===== config.mk =====
export PLATFORM = sky130hd
export DESIGN_NAME = seg7_feed_scheduler
export DESIGN_NICKNAME = d
export VERILOG_FILES = /design/src/rtl/seg7_feed_scheduler_pkg.sv /design/src/rtl/seg7_feed_scheduler_rr_arbiter.sv /design/src/rtl/seg7_feed_scheduler.sv
export SDC_FILE = /design/constraint.sdc
export NUM_CORES = 1
export LEC_CHECK = 0
export CAP_MARGIN = 10
export CORE_UTILIZATION = 40
export CTS_BUF_LIST = sky130_fd_sc_hd__clkbuf_16
export DETAILED_ROUTE_END_ITERATION = 10
export PLACE_DENSITY = 0.72
export REMOVE_ABC_BUFFERS = 1
export SYNTH_ARGS = -nofsm -noshare
export SYNTH_HDL_FRONTEND = slang
export SYNTH_SLANG_ARGS = --single-unit

===== constraint.sdc =====
create_clock -name clk -period 2.7 [get_ports clk]
set_input_delay 0.675 -clock clk [delete_from_list [all_inputs] [get_ports clk]]
set_output_delay 0.675 -clock clk [all_outputs]
set_load 0.02 [all_outputs]

===== src/rtl/seg7_feed_scheduler_pkg.sv =====
// Shared types and constants for the 7-segment character feed scheduler.
package seg7_feed_scheduler_pkg;

    typedef enum logic [1:0] {
        ST_IDLE  = 2'd0,
        ST_PULSE = 2'd1,
        ST_GAP   = 2'd2
    } state_e;

    localparam int unsigned DEF_NUM_REQ = 3;
    localparam int unsigned GRANT_W     = 3;
    localparam logic [7:0]  CH_BLANK    = 8'h00;

    function automatic int unsigned max_u(input int unsigned a, input int unsigned b);
        return (a > b) ? a : b;
    endfunction

endpackage


===== src/rtl/seg7_feed_scheduler_rr_arbiter.sv =====
// Combinational round-robin pick: first requester at or after ptr, wrapping modulo N.
module seg7_feed_scheduler_rr_arbiter #(
    parameter int unsigned N     = 3,
    parameter int unsigned IDX_W = 2
) (
    input  logic [N-1:0]     req,
    input  logic [IDX_W-1:0] ptr,
    input  logic             enable,
    output logic [N-1:0]     gnt,
    output logic [IDX_W-1:0] gnt_idx
);

    logic             found;
    logic [IDX_W-1:0] pos;

    always_comb begin
        gnt     = '0;
        gnt_idx = '0;
        found   = 1'b0;
        pos     = '0;
        for (int unsigned k = 0; k < N; k++) begin
            pos = IDX_W'((32'(ptr) + k) % N);
            if (enable && !found && req[pos]) begin
                gnt[pos] = 1'b1;
                gnt_idx  = pos;
                found    = 1'b1;
            end
        end
    end

endmodule


===== src/rtl/seg7_feed_scheduler.sv =====
// Round-robin arbiter that turns producer words into clean char/clear strobes
// followed by a forced low gap for the display's edge detector.
module seg7_feed_scheduler
    import seg7_feed_scheduler_pkg::*;
#(
    parameter int unsigned NUM_REQ   = DEF_NUM_REQ,
    parameter int unsigned PULSE_LEN = 2,
    parameter int unsigned GAP_LEN   = 2
) (
    input  logic                 clk,
    input  logic                 rst,
    input  logic [NUM_REQ-1:0]   req_valid,
    input  logic [8*NUM_REQ-1:0] req_char,
    input  logic [NUM_REQ-1:0]   req_clear,
    output logic [NUM_REQ-1:0]   req_ready,
    output logic [7:0]           char_out,
    output logic                 char_valid,
    output logic                 clear_out,
    output logic                 busy,
    output logic [GRANT_W-1:0]   grant_id
);

    localparam int unsigned IDX_W = $clog2(NUM_REQ);
    localparam int unsigned CNT_W = $clog2(max_u(PULSE_LEN, GAP_LEN)) + 1;

    state_e             state_q, state_d;
    logic [CNT_W-1:0]   cnt_q, cnt_d;
    logic [IDX_W-1:0]   ptr_q, ptr_d;
    logic [7:0]         char_q, char_d;
    logic               cv_q, cv_d;
    logic               clr_q, clr_d;
    logic [GRANT_W-1:0] gid_q, gid_d;

    logic [NUM_REQ-1:0] gnt;
    logic [IDX_W-1:0]   gnt_idx;
    logic               arb_en;
    logic [7:0]         sel_char;
    logic               sel_clr;

    // Grants are only offered in IDLE and never while reset is held.
    assign arb_en = (state_q == ST_IDLE) && !rst;

    seg7_feed_scheduler_rr_arbiter #(
        .N     (NUM_REQ),
        .IDX_W (IDX_W)
    ) u_arb (
        .req     (req_valid),
        .ptr     (ptr_q),
        .enable  (arb_en),
        .gnt     (gnt),
        .gnt_idx (gnt_idx)
    );

    always_comb begin
        sel_char = CH_BLANK;
        sel_clr  = 1'b0;
        for (int unsigned i = 0; i < NUM_REQ; i++) begin
            if (gnt[i]) begin
                sel_char = req_char[8*i +: 8];
                sel_clr  = req_clear[i];
            end
        end
    end

    always_comb begin
        state_d = state_q;
        cnt_d   = cnt_q;
        ptr_d   = ptr_q;
        char_d  = char_q;
        cv_d    = cv_q;
        clr_d   = clr_q;
        gid_d   = gid_q;
        case (state_q)
            ST_IDLE: begin
                if (|gnt) begin
                    if (!sel_clr) begin
                        char_d = sel_char;
                    end
                    cv_d    = !sel_clr;
                    clr_d   = sel_clr;
                    gid_d   = GRANT_W'(gnt_idx);
                    ptr_d   = (gnt_idx == IDX_W'(NUM_REQ - 1)) ? '0 : gnt_idx + 1'b1;
                    cnt_d   = CNT_W'(PULSE_LEN - 1);
                    state_d = ST_PULSE;
                end
            end
            ST_PULSE: begin
                if (cnt_q == '0) begin
                    cv_d    = 1'b0;
                    clr_d   = 1'b0;
                    cnt_d   = CNT_W'(GAP_LEN - 1);
                    state_d = ST_GAP;
                end else begin
                    cnt_d = cnt_q - 1'b1;
                end
            end
            ST_GAP: begin
                if (cnt_q == '0) begin
                    state_d = ST_IDLE;
                end else begin
                    cnt_d = cnt_q - 1'b1;
                end
            end
            default: state_d = ST_IDLE;
        endcase
    end

    always_ff @(posedge clk or posedge rst) begin
        if (rst) begin
            state_q <= ST_IDLE;
            cnt_q   <= '0;
            ptr_q   <= '0;
            char_q  <= CH_BLANK;
            cv_q    <= 1'b0;
            clr_q   <= 1'b0;
            gid_q   <= '0;
        end else begin
            state_q <= state_d;
            cnt_q   <= cnt_d;
            ptr_q   <= ptr_d;
            char_q  <= char_d;
            cv_q    <= cv_d;
            clr_q   <= clr_d;
            gid_q   <= gid_d;
        end
    end

    assign req_ready  = gnt;
    assign char_out   = char_q;
    assign char_valid = cv_q;
    assign clear_out  = clr_q;
    assign grant_id   = gid_q;
    assign busy       = (state_q != ST_IDLE);

endmodule


=== Word-level counts from Yosys, hierarchy flattened ===
Index checks and enable logic that the tools add are counted.

* RAM bits: 0
* Memory bits (read-only): 0
* Register bits after elaboration: 18
* Input port bits: 32
* Output and inout bits: 17
* Memories: 0
* Latch bits: 0
* Word-level logic and storage cells: 93

* Divide/modulo/power cells: 3
* Equality and inequality tests: 7
* Add/subtract/negate cells: 4
* Reduce and logical (&&, ||, !) cells: 24
* $mul: 0
* Shifts and indexed selects: 0
* Muxes and demuxes: 39
* Magnitude comparators: 6
* Bitwise logic cells: 3

{| class="wikitable"
|+ Operators with widths
! operator !! count
|-
| modulo 32 x 2 -> 32 bit (second input constant) || 2
|-
| modulo 2 x 2 -> 32 bit (second input constant) || 1
|-
| two-way mux 8 bit || 3
|-
| two-way mux 2 bit || 9
|-
| two-way mux 1 bit || 14
|-
| one-hot mux 2 bit (3 select lines) || 2
|-
| AND reduction 3 bit || 4
|-
| logical AND 1 bit || 9
|-
| < comparator 2 x 3 -> 1 bit (second input constant) || 3
|-
| two-way mux 3 bit || 3
|-
| binary-select mux 1 bit (select 2 bit) || 3
|-
| demux 1 bit (select 2 bit) || 3
|-
| greater-or-equal comparator 2 x 1 -> 1 bit (second input constant) || 3
|-
| inequality test 2 bit (second input constant) || 3
|-
| bitwise OR 3 bit || 2
|-
| == test 2 bit (second input constant) || 2
|-
| zero test 1 bit || 4
|-
| zero test 2 bit || 2
|-
| one-hot mux 1 bit (2 select lines) || 2
|-
| nonzero test 2 bit || 2
|-
| adder 2 x 1 -> 3 bit (second input constant) || 1
|-
| adder 2 x 2 -> 3 bit (second input constant) || 1
|-
| nonzero test 3 bit || 1
|-
| OR reduction 3 bit || 1
|-
| 6 further kinds || 6
|}

=== Logic depth before layout (Yosys ltp) ===
Gate-level depths: netlist of run 1.

* Word-level depth: 19
* Mapped depth: 12
* Mapped depth without buffers: 9

=== By module ===
A second synthesis of run 1 with hierarchy kept.

* Cells, all modules: 152
* Area, all modules: 1430.1 um^2

{| class="wikitable"
|+ By module, submodules not included
! module !! cells an instance !! sequential area each (um^2) !! instances !! area each (um^2)
|-
| seg7_feed_scheduler || 112 || 450.4 || 1 || 1137.3
|-
| seg7_feed_scheduler_rr_arbiter || 40 || 0.0 || 1 || 292.8
|}

=== Least setup slack after synthesis of run 1 ===
Ideal clock, no wire load.

* Path type: reg-to-output
* Start point: register ptr_q[1]
* End point: output req_ready[2]
* Cell stages (with the launch flop): 9
* Arrival: 1.947 ns
* Buffers on the path: 2
* Data required time: 2.025 ns
* Setup slack: 0.078 ns
* Cells stage by stage: dfrtp_1 -> inv_1 -> ha_1 -> buf_4 -> nor2b_1 -> a211o_1 -> nand3_1 -> a31oi_1 -> clkbuf_1

* Word-level cells in the longest chain between the ends: 13

{| class="wikitable"
|+ RTL lines
! what !! RTL line !! text
|-
| from (decl) || seg7_feed_scheduler.sv:28 || <nowiki>logic [IDX_W-1:0] ptr_q, ptr_d;</nowiki>
|-
| from (signal assigned) || seg7_feed_scheduler.sv:120 || <nowiki>ptr_q <= ptr_d;</nowiki>
|-
| parallel branches: the longest is 12 deep, another holds modulo 32 x 2 -> 32 bit || n/a ||
|-
| two-way mux 3 bit * || seg7_feed_scheduler_rr_arbiter.sv:23 || <nowiki>if (enable && !found && req[pos]) begin</nowiki>
|-
| to (decl) || seg7_feed_scheduler.sv:15 || <nowiki>output logic [NUM_REQ-1:0] req_ready,</nowiki>
|}

Mark *: on every way between the ends. The select of a mux whose other input is x is not followed.

=== Final worst setup path of run 1 ===
* Start point: input req_valid[0]
* End point: register clr_q (netlist: clear_out)

* Word-level cells in the longest chain between the ends: 17

{| class="wikitable"
|+ RTL lines
! what !! RTL line !! text
|-
| from (decl) || seg7_feed_scheduler.sv:12 || <nowiki>input logic [NUM_REQ-1:0] req_valid,</nowiki>
|-
| binary-select mux 1 bit (select 2 bit) || seg7_feed_scheduler_rr_arbiter.sv:23 ||
|-
| two-way mux 1 bit (implied by the code) || seg7_feed_scheduler_rr_arbiter.sv:23 ||
|-
| logical AND 1 bit || seg7_feed_scheduler_rr_arbiter.sv:23 ||
|-
| two-way mux 1 bit || seg7_feed_scheduler_rr_arbiter.sv:23 ||
|-
| zero test 1 bit || seg7_feed_scheduler_rr_arbiter.sv:23 ||
|-
| logical AND 1 bit (2 in series) || seg7_feed_scheduler_rr_arbiter.sv:23 ||
|-
| two-way mux 1 bit || seg7_feed_scheduler_rr_arbiter.sv:23 ||
|-
| zero test 1 bit || seg7_feed_scheduler_rr_arbiter.sv:23 ||
|-
| logical AND 1 bit (2 in series) || seg7_feed_scheduler_rr_arbiter.sv:23 ||
|-
| two-way mux 3 bit * || seg7_feed_scheduler_rr_arbiter.sv:23 ||
|-
| two-way mux 1 bit (3 in series) || seg7_feed_scheduler.sv:58 || <nowiki>if (gnt[i]) begin</nowiki>
|-
| two-way mux 1 bit || seg7_feed_scheduler.sv:75 || <nowiki>if (|gnt) begin</nowiki>
|-
| one-hot mux 1 bit (2 select lines) || seg7_feed_scheduler.sv:73 || <nowiki>case (state_q)</nowiki>
|-
| to (signal assigned) || seg7_feed_scheduler.sv:123 || <nowiki>clr_q <= clr_d;</nowiki>
|-
| to (decl) || seg7_feed_scheduler.sv:31 || <nowiki>logic clr_q, clr_d;</nowiki>
|}

Mark *: on every way between the ends. The rest lies on a longest branch, timed or not. The select of a mux whose other input is x is not followed.
A chain may end at the register's enable or synchronous reset.

==> impl_metrics.tcl, run 1 <==
set metrics [dict create \
    status "complete, no violations" \
    seq_area_frac_synth_pct 31.6 \
    hold_start "grant_id[1]$_DFFE_PP0P_" \
    cap_violations 0 \
    core_region_area_sq_mm 0.00336 \
    hold_violations 0 \
    placed_area_sq_mm 0.00216 \
    r2r_end "clear_out$_DFFE_PP0P_" \
    timing.rr.start "ptr_q[1]$_DFFE_PP0P_" \
    cp-end-kind "flop" \
    cts_tree "done" \
    clk_pin_slew_ns 0.05 \
    cp_top_family "compound AO/OA/AOI/OAI gates" \
    path_buf_inv 4 \
    report.final.slew_viol_count 0 \
    dieHeight_um 61.7 \
    path_cells "dlygate4sd2_1, nor2b_2, a211o_1, nand3_1, a31oi_2, buf_4, a211oi_2, buf_4, buf_4, o221ai_1, o31ai_1" \
    holdWs_ns 0.484 \
    grt_max_degree 19 \
    vias_per_cell 5.46 \
    max_stage_delay_ns 0.27 \
    cpMostUsedCell "buf_4" \
    drc 0 \
    layout_min_cycle_time_ns 2.64 \
    setup_violations 0 \
    period_share_pct 97.8 \
    cts_buffers 3 \
    clkSinkCount 18 \
    cp-start-kind "input pin" \
    antenna_left 0 \
    r2r_setup_slack_ns 0.09 \
    hpwl_um 3310 \
    crit_type "in -> reg" \
    clock_skew_ns 0.000822 \
    firstDrtPassIters 4 \
    die_area_sq_mm 0.00381 \
    synth.distinct_cells 45 \
    final_cell_mix "clkdlybuf4s50_1 (41), buf_4 (33), nand3_1 (18)" \
    ir_worst_vdd_mv 0.401 \
    final_cells 282 \
    clock_latency_ns 0.25 \
    drt-total-wl_um 4610 \
    io_pins 49 \
    area_growth_pct 69.8 \
    cp_max_fo 12 \
    max_freq_mhz 379 \
    placed_cells 273 \
    power_leakage_uw 0.00103 \
    worstHoldPathCells 2 \
    synth-main-ff-cell "dfrtp_1" \
    reg2regPathDepth 12 \
    synth_edf_count 0 \
    die_w_um 61.7 \
    routedWlPerCell_um 16.4 \
    vias 1539 \
    grt_pass1_vias 1447 \
    hold_path.class "reg -> reg" \
    cts_buffer_depth 2 \
    arrival_ns 2.75 \
    grt_use_total_pct 24.3 \
    num-nets-final 281 \
    final_common_cell "clkdlybuf4s50_1" \
    synth_seq_cells 18 \
    netlist_area_sq_mm 0.00143 \
    cp_slowest_cell "dlygate4sd2_1" \
    pre_cts_slack_ns -0.637 \
    ys_warn_count 0 \
    cts.hold.buffers_added 0 \
    power-per-cell-area_mw_per_mm2 926 \
    setup_ws_ns 0.0589 \
    min_to "grant_id[1]$_DFFE_PP0P_" \
    grt_pass1_wl_um 6620 \
    drive_above_1_share_pct 30.1 \
    rsz0062_at_grt "true" \
    stdcell_area_sq_mm 0.00242 \
    fp-row-count 21 \
    synth_cells 155 \
    synthArstFlopShare_pct 100 \
    port_buffers 47 \
    cts_root_buffer "clkbuf_16" \
    grt_overflow 0 \
    h-tree-depth 1 \
    antenna_found_initial 0 \
    routabilityCongestion 0.895 \
    syn_avg_cell_area_sq_um 9.19 \
    antenna_cells 0 \
    cp.required_ns 2.81 \
    drt_iter0_markers 116 \
    start_util_pct 42.4 \
]
==> kinds of logic (layout without fill, tap and decap cells) <==
family | after synthesis | after routing | synth area share, %
AO/OA/AOI/OAI | 50 | 50 | 30.6
AND/OR/NAND/NOR | 50 | 50 | 17.9
buffers and inverters | 20 | 101 | 6.06
flip-flops | 18 | 18 | 31.6
adder cells (fa/ha/maj) | 11 | 11 | 9.66
multiplexers | 5 | 5 | 3.95
other | 1 | 1 | 0.263
==> power by group <==
part	switching [uW]	total, uW	internal, uW
registers	73.5	447	373
logic	761	1510	745
clock network	94.1	289	195
total	928	2240	1310
==> worst max-delay path by stage <==
stage / start / endpoint / cells after the start
floorplan: state_q[0]$_DFFE_PP0P_ / cnt_q[0]$_DFFE_PP0P_ / 9
global placement: req_valid[2] / req_ready[1] / 6
detailed placement: req_valid[2] / req_ready[1] / 6
CTS: ptr_q[1]$_DFFE_PP0P_ / req_ready[0] / 7
global route: ptr_q[1]$_DFFE_PP0P_ / req_ready[1] / 9
finish: req_valid[0] / clear_out$_DFFE_PP0P_ / 11
==> final cells by class <==
class	instances	area, sq um
Clock buffer	3	75.1
Fill cell	279	943
Inverter	11	41.3
Multi-Input combinational cell	117	1010
Sequential cell	18	452
Tap cell	46	57.6
Timing Repair Buffer	87	787
==> tightest hold or removal path, delay by kind of cell (launching register included) <==
kind	cells	cell delay (ns)
flops	1	0.35
simple gates	1	0.05
compound gates	1	0.05
==> repair_timing <==
item / 4_1_cts / 5_1_grt
setup buffers: 1 / 5
pin swaps: 5 / 7
endpoints found under the setup margin: 20 / 16
gates resized for setup: 30 / 25
==> synth_stat cells, types with 2 or more instances <==
cell	number	share of area [%]
ha_1	11	9.7
nand3b_1	2	1.1
a31oi_1	2	0.88
o21ai_0	3	1.1
nand3_1	18	6.3
a211oi_1	10	5.3
mux2i_1	3	2.1
a21oi_1	4	1.4
inv_1	11	2.9
buf_4	2	1.1
dfrtp_1	18	32
a21o_1	4	2.1
nor2b_1	4	1.8
o31ai_1	2	1.1
nor2_1	9	2.4
buf_2	3	1.1
o211ai_1	2	1.1
o21ai_2	2	1.2
clkbuf_1	3	0.79
nand2_1	8	2.1
a221o_1	8	5.6
nand2b_1	3	1.3
==> through the flow <==
| stage | utilization (%) | setup TNS (ns) | total power (uW) |
|---|---|---|---|
| after global routing | 71.9 | -0.109 | 2380 |
| after CTS | 67.7 | 0 | 2110 |
| after detailed placement | 64.3 | -8.44 | 1760 |
| final | 71.9 | 0 | 2240 |
| after global placement | 64.3 | -7.29 | 1710 |
| after floorplan | - | -9.82 | 1180 |
==> metal layers <==
metal / up-vias / routed length [um] / GRT usage, %
met4: 0 / 125 / 9.21
li1: 743 / - / -
met5: - / 0 / 0
met2: 41 / 2440 / 43.0
met1: 743 / 1870 / 30.3
met3: 12 / 175 / 2.90
==> flip-flops by register name, summed over array words and instances, names as in the netlist <==
signal,count
char_out,8
cnt_q,2
grant_id,2
ptr_q,2
state_q,2
char_valid,1
clear_out,1
No activity file was read; power rests on OpenSTA's default activity.
==> run 2, diff against run 1 <==
--- a/config.mk
+++ b/config.mk
@@ -6,10 +6,11 @@
 export NUM_CORES = 1
 export LEC_CHECK = 0
 export CAP_MARGIN = 10
-export CORE_UTILIZATION = 40
+export CORE_MARGIN = 3
+export CORE_UTILIZATION = 45
 export CTS_BUF_LIST = sky130_fd_sc_hd__clkbuf_16
 export DETAILED_ROUTE_END_ITERATION = 10
-export PLACE_DENSITY = 0.72
+export PLACE_DENSITY = 0.8
 export REMOVE_ABC_BUFFERS = 1
 export SYNTH_ARGS = -nofsm -noshare
 export SYNTH_HDL_FRONTEND = slang
==> impl_metrics.tcl, run 2 (synthesized netlist as in run 1, its figures left out) <==
set metrics [dict create \
    cts_root_buffer "clkbuf_16" \
    cts.hold.buffers_added 0 \
    vias 1559 \
    fp-row-count 19 \
    clkSinkCount 18 \
    start_util_pct 49.5 \
    cp.required_ns 2.03 \
    antenna_left 0 \
    cp-start-kind "input pin" \
    period_share_pct 99.7 \
    clk_pin_slew_ns 0.05 \
    vias_per_cell 5.77 \
    final_cell_mix "clkdlybuf4s50_1 (41), buf_4 (30), nand3_1 (18), dfrtp_1 (18)" \
    max_freq_mhz 371 \
    io_pins 49 \
    clock_skew_ns 0.00330 \
    antenna_found_initial 0 \
    multiInputGateArea_sq_um 936 \
    arrival_ns 2.02 \
    cts_tree "done" \
    die_area_sq_mm 0.00388 \
    grt_use_total_pct 23.9 \
    clock_latency_ns 0.26 \
    h-tree-depth 1 \
    dieHeight_um 62.3 \
    cp_slowest_cell "dlygate4sd2_1" \
    hold_violations 0 \
    drc 0 \
    drt_iter0_markers 139 \
    final_common_cell "clkdlybuf4s50_1" \
    regArea_sq_um 450 \
    fillCellCount 201 \
    area_growth_pct 58.6 \
    grt_overflow 0 \
    ir_worst_vdd_mv 0.562 \
    port_buffers 47 \
    die_w_um 62.3 \
    path_buf_inv 2 \
    routedWlPerCell_um 17.2 \
    firstDrtPassIters 4 \
    largest_reg_flops 8 \
    routabilityCongestion 0.969 \
    layout_min_cycle_time_ns 2.69 \
    core_region_area_sq_mm 0.00288 \
    stdcell_area_sq_mm 0.00226 \
    holdWs_ns 0.484 \
    drt-total-wl_um 4640 \
    grt_pass1_vias 1573 \
    rsz0062_at_grt "true" \
    power-per-cell-area_mw_per_mm2 937 \
    cts_buffer_depth 2 \
    num-nets-final 272 \
    cp-end-kind "primary output" \
    path_cells "dlygate4sd2_1, nand3b_1, o21ai_2, a31oi_2, a221oi_4, buf_6" \
    max_stage_delay_ns 0.40 \
    crit_type "in -> out" \
    setup_violations 0 \
    antenna_cells 0 \
    placed_area_sq_mm 0.00210 \
    grt_max_degree 19 \
    hpwl_um 3530 \
    cap_violations 0 \
    cts_buffers 3 \
    grt_pass1_wl_um 7470 \
    cp_top_family "buffers and inverters" \
    cp_max_fo 7 \
    hold_path.class "reg -> reg" \
    report.final.slew_viol_count 0 \
    status "complete, no violations" \
    drive_above_1_share_pct 23.2 \
    power_leakage_uw 0.000972 \
]
run 2: tightest hold or removal path, stage by stage, from the launching register on:
cell and delay [ns]:
dfrtp_1 0.35, nand2_1 0.05, o31ai_1 0.05
run 2: final timing paths:
kind / from / end / slack, ns / cells past startpoint
max: req_valid[2] / req_ready[0] / 0.007 / 6
min: grant_id[1]$_DFFE_PP0P_ / grant_id[1]$_DFFE_PP0P_ / 0.48 / 2
max reg2reg: ptr_q[1]$_DFFE_PP0P_ / char_out[7]$_DFFE_PP0P_ / 0.06 / 10
min reg2reg: grant_id[1]$_DFFE_PP0P_ / grant_id[1]$_DFFE_PP0P_ / 0.48 / 2
max in group asynchronous: rst / cnt_q[0]$_DFFE_PP0P_ / 1.65 / 3
min in group asynchronous: rst / char_out[1]$_DFFE_PP0P_ / 0.85 / 3
run 2: stage by stage:
stage	std cells	util (%)	total power [uW]	TNS, ns	setup WS (ns)
floorplan	146	-	1180	-9.82	-0.705
finish	270	78.6	2120	0	0.00701
global route	270	78.6	2260	-0.339	-0.0801
detailed placement	261	72.9	1710	-9.03	-0.674
global placement	261	72.9	1640	-7.06	-0.590
CTS	266	76.8	2060	0	0.00605
run 2: final cells by class:
type | instances | area share [%]
Clock inverter | 1 | 0.166
Timing Repair Buffer | 78 | 31.0
Sequential cell | 18 | 19.9
Tap cell | 42 | 2.33
Inverter | 11 | 1.83
Clock buffer | 3 | 3.32
Multi-Input combinational cell | 117 | 41.4
run 2: per-layer routing:
layer	wire length [um]	vias up	GRT usage, %
met2	2430	62	44.0
met1	1860	763	26.8
li1	-	727	-
met4	87	0	10.7
met3	262	7	3.96
met5	0	-	0
run 2: what timing repair did:
item | 4_1_cts | 5_1_grt
buffers inserted | 1 | 4
gates resized for setup | 25 | 5
pin swaps | 3 | 0
setup endpoints to repair | 21 | 15
run 2: report_power, final:
group / switching (uW) / internal, uW
clock: 113 / 198
combinational: 705 / 658
sequential: 72.0 / 372
total: 890 / 1230
